===== src/rtl/perf_counter_unit_pkg.sv =====
// Shared constants for the performance-monitor block: event channel indices and default sizing.
package perf_pkg;

  localparam int EVT_RETIRE = 0;
  localparam int EVT_STALL  = 1;
  localparam int EVT_FLUSH  = 2;
  localparam int EVT_BRANCH = 3;

  localparam int CH_CYCLE = 0;

  localparam int DEF_NUM_EVT     = 4;
  localparam int DEF_CNT_W       = 64;
  localparam int DEF_SNAP_PERIOD = 1000;

endpackage


===== src/rtl/perf_counter_unit_if.sv =====
// Control, event and read-back signals of the performance-monitor block.
interface perf_counter_unit_if
  import perf_pkg::*;
#(
  parameter int NUM_EVT = DEF_NUM_EVT,
  parameter int CNT_W   = DEF_CNT_W
);

  logic               en;
  logic               freeze;
  logic               clear;
  logic [NUM_EVT-1:0] evt;
  logic [3:0]         rd_sel;
  logic [CNT_W-1:0]   rd_data;
  logic [CNT_W-1:0]   snap_data;
  logic               snap_valid;
  logic [NUM_EVT:0]   overflow;

  modport master (
    output en, freeze, clear, evt, rd_sel,
    input  rd_data, snap_data, snap_valid, overflow
  );

  modport slave (
    input  en, freeze, clear, evt, rd_sel,
    output rd_data, snap_data, snap_valid, overflow
  );

endinterface


===== src/rtl/perf_counter_unit_cnt_cell.sv =====
// One counter channel with shadow register and sticky overflow flag.
// Define PERF_SATURATE_EN to saturate at all-ones instead of wrapping.
module perf_cnt_cell #(
  parameter int CNT_W = 64
) (
  input  logic             clk,
  input  logic             rst,
  input  logic             inc,
  input  logic             clr,
  input  logic             snap,
  output logic [CNT_W-1:0] count,
  output logic [CNT_W-1:0] shadow,
  output logic             ovf
);

  logic [CNT_W-1:0] count_next;
  logic             ovf_next;

  always_comb begin
    count_next = count;
    ovf_next   = ovf;
    if (clr) begin
      count_next = '0;
      ovf_next   = 1'b0;
    end else if (inc) begin
      if (&count) begin
        ovf_next = 1'b1;
`ifdef PERF_SATURATE_EN
        count_next = count;
`else
        count_next = '0;
`endif
      end else begin
        count_next = count + CNT_W'(1);
      end
    end
  end

  // The shadow captures the post-increment value so a snapshot includes its own edge.
  always_ff @(posedge clk or posedge rst) begin
    if (rst) begin
      count  <= '0;
      shadow <= '0;
      ovf    <= 1'b0;
    end else begin
      count <= count_next;
      ovf   <= ovf_next;
      if (snap) begin
        shadow <= count_next;
      end
    end
  end

endmodule


===== src/rtl/perf_counter_unit.sv =====
// Performance monitor: cycle counter plus NUM_EVT event counters, periodic snapshots and
// a registered read port. Saturating mode is selected with PERF_SATURATE_EN in the cell.
module perf_counter_unit
  import perf_pkg::*;
#(
  parameter int NUM_EVT     = DEF_NUM_EVT,
  parameter int CNT_W       = DEF_CNT_W,
  parameter int SNAP_PERIOD = DEF_SNAP_PERIOD
) (
  input logic                clk,
  input logic                rst,
  perf_counter_unit_if.slave bus
);

  localparam int PW = $clog2(SNAP_PERIOD);

  logic             act;
  logic             period_last;
  logic             snap;
  logic [PW-1:0]    p;
  logic [NUM_EVT:0] inc;
  logic [NUM_EVT:0] ovf;
  logic [CNT_W-1:0] counts  [NUM_EVT+1];
  logic [CNT_W-1:0] shadows [NUM_EVT+1];
  logic [CNT_W-1:0] rd_live;
  logic [CNT_W-1:0] rd_snap;

  assign act         = bus.en & ~bus.freeze & ~bus.clear;
  assign period_last = (p == PW'(SNAP_PERIOD - 1));
  assign snap        = act & period_last;
  assign bus.overflow = ovf;

  always_comb begin
    inc           = '0;
    inc[CH_CYCLE] = act;
    for (int k = 1; k <= NUM_EVT; k++) begin
      inc[k] = act & bus.evt[k-1];
    end
  end

  for (genvar k = 0; k <= NUM_EVT; k++) begin : g_ch
    perf_cnt_cell #(.CNT_W(CNT_W)) u_cell (
      .clk    (clk),
      .rst    (rst),
      .inc    (inc[k]),
      .clr    (bus.clear),
      .snap   (snap),
      .count  (counts[k]),
      .shadow (shadows[k]),
      .ovf    (ovf[k])
    );
  end

  // Selects beyond the last channel read back as zero.
  always_comb begin
    rd_live = '0;
    rd_snap = '0;
    for (int k = 0; k <= NUM_EVT; k++) begin
      if (bus.rd_sel == 4'(k)) begin
        rd_live = counts[k];
        rd_snap = shadows[k];
      end
    end
  end

  always_ff @(posedge clk or posedge rst) begin
    if (rst) begin
      p              <= '0;
      bus.snap_valid <= 1'b0;
      bus.rd_data    <= '0;
      bus.snap_data  <= '0;
    end else begin
      if (bus.clear) begin
        p <= '0;
      end else if (act) begin
        p <= period_last ? '0 : p + PW'(1);
      end
      bus.snap_valid <= snap;
      bus.rd_data    <= rd_live;
      bus.snap_data  <= rd_snap;
    end
  end

endmodule


===== src/flat_wrapper.sv =====
// flat-port wrapper written by rule: the top's interface ports become plain ports
module perf_counter_unit_flat import perf_pkg::*;
#(
  parameter int NUM_EVT     = DEF_NUM_EVT,
  parameter int CNT_W       = DEF_CNT_W,
  parameter int SNAP_PERIOD = DEF_SNAP_PERIOD
)
  (clk, rst, bus_en, bus_freeze, bus_clear, bus_evt, bus_rd_sel, bus_rd_data, bus_snap_data, bus_snap_valid, bus_overflow);
  perf_counter_unit_if #(.NUM_EVT(NUM_EVT), .CNT_W(CNT_W)) bus_i ();
  input logic clk;
  input logic rst;
  input wire logic [$bits(bus_i.en)-1:0] bus_en;
  input wire logic [$bits(bus_i.freeze)-1:0] bus_freeze;
  input wire logic [$bits(bus_i.clear)-1:0] bus_clear;
  input wire logic [$bits(bus_i.evt)-1:0] bus_evt;
  input wire logic [$bits(bus_i.rd_sel)-1:0] bus_rd_sel;
  output wire logic [$bits(bus_i.rd_data)-1:0] bus_rd_data;
  output wire logic [$bits(bus_i.snap_data)-1:0] bus_snap_data;
  output wire logic [$bits(bus_i.snap_valid)-1:0] bus_snap_valid;
  output wire logic [$bits(bus_i.overflow)-1:0] bus_overflow;
  assign bus_i.en = bus_en;
  assign bus_i.freeze = bus_freeze;
  assign bus_i.clear = bus_clear;
  assign bus_i.evt = bus_evt;
  assign bus_i.rd_sel = bus_rd_sel;
  assign bus_rd_data = bus_i.rd_data;
  assign bus_snap_data = bus_i.snap_data;
  assign bus_snap_valid = bus_i.snap_valid;
  assign bus_overflow = bus_i.overflow;
  perf_counter_unit #(.NUM_EVT(NUM_EVT), .CNT_W(CNT_W), .SNAP_PERIOD(SNAP_PERIOD)) u_core (.clk(clk), .rst(rst), .bus(bus_i));
endmodule

===== config.mk =====
export PLATFORM = sky130hd
export DESIGN_NAME = perf_counter_unit_flat
export DESIGN_NICKNAME = d
export VERILOG_FILES = /design/src/rtl/perf_counter_unit_pkg.sv /design/src/rtl/perf_counter_unit_if.sv /design/src/rtl/perf_counter_unit_cnt_cell.sv /design/src/rtl/perf_counter_unit.sv /design/src/flat_wrapper.sv
export SDC_FILE = /design/constraint.sdc
export NUM_CORES = 2
export LEC_CHECK = 0
export BUFFER_PORTS_ARGS = -buffer_cell sky130_fd_sc_hd__buf_2
export CAP_MARGIN = 5
export CORE_ASPECT_RATIO = 0.9
export CORE_UTILIZATION = 56
export CTS_CLUSTER_DIAMETER = 150
export DETAILED_ROUTE_END_ITERATION = 12
export GPL_ROUTABILITY_DRIVEN = 0
export GPL_TIMING_DRIVEN = 0
export PLACE_DENSITY = 0.76
export SYNTH_ARGS = -nofsm -noshare
export SYNTH_HDL_FRONTEND = slang
export SYNTH_SLANG_ARGS = --single-unit

===== constraint.sdc =====
create_clock -name clk -period 22.5 [get_ports clk]
set_clock_uncertainty 0.15 [all_clocks]
set_input_delay 2.25 -clock clk [delete_from_list [all_inputs] [get_ports clk]]
set_output_delay 2.25 -clock clk [all_outputs]
set_load 0.02 [all_outputs]

==> qor.txt <==
Grt total ovfl: 0
Initial antenna violation count: 9
Worst-path maximum fanout: 10
Psw: 663 µW
Type of the most critical hold path: reg2reg
RSZ-0062 raised after global routing: no
Post-DP HPWL: 97,700 µm
Clock Tree Root: clkbuf_16
Cts hold-fix bufs: 0
Starting Density: 56.8%
Clock-pin slew on the worst setup and hold paths: 0.06 ns
Outcome: finished with violations
Final Max Tran Viols: 6
Failing checks: capacitance limit, slew limit
Ys async rst share: 100%
DR pass1 iterations: 9
#FFs+latches synth: 784
Chip Height: 244 µm
Gr usage total: 39.4%
Post-Syn Area: 36,400 µm²
Drt drc: 0
FF-to-FF Start: u_core.g_ch[4].u_cell.count[42]
Fraction of layout cells with a size suffix above 1: 9.89%
Ys flop type: dfrtp_1
Final net count: 3,998
Max-Cap Viols: 1
Register area share after synthesis: 53.8%
Tmin final: 5.78 ns
Cells after synthesis: 3,724
Vias in the first global route: 30,300
CTS tree: yes
Area grow syn2layout: 13.9%
Total CTS buffers: 80
IO buf count: 145
Syn nets: 3,743
Lkg Pwr: 0.0181 µW
Clk Latency, worst-skew pair: 0.66 ns
Sw Share: 22.8%
PD cells: 70.0 nW/µm²
Clock share of power: 48.1%
Core Region: 64,200 µm²
Postcts setup bufs: 0
Slew headroom: -3.31%
Internal: 2240 µW
Critical path endpoint category: register
Max Clk Rate: 173 MHz
Drt initial violations: 5,950
Die ar.: 66,100 µm²
Crit path kind: in2reg
HP Start: u_core.g_ch[4].u_cell.shadow[5]
Post-cts resize count: 0
Die width: 271 µm
Worst vdd ir: 59.7 µV
Max clock buf depth: 3
Pre-CTS setup slack: 16.42 ns
Drt total wl: 130,000 µm
Setup TNS: 0 ns
Row Count: 88
Clock sinks: 784
Yosys top cell by area: dfrtp_1
Distinct cells, synth: 67
Worst setup margin: 16.72 ns
Final setup viols: 0
Largest net degree at the start of global routing: 48
Syn. warnings: 0
Worst slew pin tran: 1.53 ns
Mapped Avg Cell Area: 9.78 µm²
First-pass GRT wire length: 192,000 µm
Largest cells by area after synthesis: dfrtp_1, nor2_1, nand2_1, o21ai_0, xnor2_1
Final worst path period share: 25.7%
Worst setup path start: bus_freeze
Post-synth EDFFs: 0
Yosys top cell area share: 53.8%
Vias per cell: 6.54
Per-cell routed wire length: 26.5 µm
Combinational fraction of design power: 3.2%
# IOs: 147
Via count: 32,100
Critical path required time: 22.90 ns
Endpoints failing hold: 0
Antenna Violating Nets Remaining: 0
Worst setup SP type: primary input
Sequential share of power: 48.7%
Worst EP arrival: 6.18 ns
CTS H-tree lvls: 3
==> cell usage after synthesis, drive strengths merged, types with 59 or more instances <==
| cell type | count |
|---|---|
| dfrtp | 784 |
| nand2 | 498 |
| xor2 | 142 |
| o21ai | 341 |
| nand4 | 129 |
| nor3 | 75 |
| mux2i | 128 |
| nor2 | 536 |
| a221o | 96 |
| xnor2 | 168 |
| and3 | 59 |
| nor4 | 71 |
| nand3 | 144 |
| clkbuf | 157 |
==> stage by stage <==
stage                     hold slack (ns)  utilization [%]  power (µW)  instance area, µm²  instances
after global routing                0.350             64.6        2970               41500       4899
after floorplan                     0.289                -        1500               36400       3724
after CTS                           0.323             64.5        2900               41400       4895
final                               0.318             64.6        2900               41500       4909
after detailed placement            0.306             60.3        1530               38700       4748
after global placement              0.300             59.6        1520               38200       4724
==> critical path, stage by stage <==
cell and delay, ns:
buf_2 0.20, or3b_1 0.45, clkbuf_1 0.51, or4_1 0.26, clkbuf_1 0.62, clkbuf_1 0.65, clkbuf_1 0.95, nand2_1 0.13
o21ai_0 0.14
==> power by group through the flow <==
stage	clock network, µW	registers (µW)	logic, µW
2_1_floorplan	0	1440	51.2
3_3_place_gp	0	1440	81.1
3_5_place_dp	0	1440	90.8
4_1_cts	1400	1410	91.3
5_1_grt	1450	1410	99.4
6_report	1400	1410	92.1
==> state kept, by name (all words and copies together) (netlist names) <==
| name | flops |
|---|---|
| u_core.g_ch.u_cell.shadow | 320 |
| u_core.g_ch.u_cell.count | 320 |
| u_core.bus.snap_valid | 1 |
| u_core.bus.snap_data | 64 |
| u_core.bus.rd_data | 64 |
| u_core.g_ch.u_cell.ovf | 5 |
| u_core.p | 10 |
==> layout by cell type (no fill, tap or decap), types with 19 or more instances in the layout <==
master / count
nor2_1: 535
nor4_1: 56
xnor2_1: 168
mux2_2: 27
buf_12: 21
nor3_1: 73
and2_1: 19
nand3_1: 143
clkbuf_1: 171
a221oi_1: 26
a211oi_1: 37
nand2_1: 498
dfrtp_1: 784
and3_1: 59
o21ai_0: 335
a221o_1: 96
mux2i_1: 128
xor2_1: 142
and4_1: 31
buf_1: 20
inv_1: 36
a21oi_1: 47
nand4_1: 128
buf_2: 164
clkbuf_16: 82
==> layout make-up <==
cell class | instances | area [µm²]
fillers | 5063 | 22700
flip-flops and latches | 784 | 19600
multi-input cells | 2694 | 15800
clock buffers | 108 | 2270
repair buffers | 173 | 1190
well taps | 855 | 1070
plain buffers | 207 | 855
clock inverters | 39 | 475
inverters | 39 | 150
diodes | 10 | 25.0
==> final timing paths <==
path | to | slack [ns] | cells past startpoint
max | u_core.g_ch[1].u_cell.shadow[4] | 16.72 | 9
max reg2reg | u_core.g_ch[4].u_cell.count[21] | 18.26 | 8
min | u_core.g_ch[4].u_cell.shadow[5] | 0.32 | 2
min in group asynchronous | u_core.bus.snap_data[10] | 1.45 | 2
min reg2reg | u_core.g_ch[4].u_cell.shadow[5] | 0.32 | 2
max in group asynchronous | u_core.g_ch[2].u_cell.count[57] | 18.86 | 8
==> metal layers <==
layer	share of wire, %	vias to the layer above	global-route usage (%)	wire length, µm
met4	6.6	8	21.5	8520
li1	-	13600	-	-
met5	0.041	-	0	53
met1	37	15600	52.9	48400
met2	41	2441	55.1	53000
met3	15	510	14.7	20000
==> cells by family (layout without fill, tap and decap cells) <==
group / Yosys count / after routing / synth area share [%]
other cells: 0 / 10 / 0
xor+xnor: 310 / 310 / 7.45
mux: 155 / 155 / 4.35
flops: 784 / 784 / 53.8
buf+inv: 246 / 566 / 2.75
fa+ha+maj: 6 / 6 / 0.206
compound gates: 585 / 585 / 10.2
simple gates: 1638 / 1638 / 21.2
(Power assumes the default switching activity.)
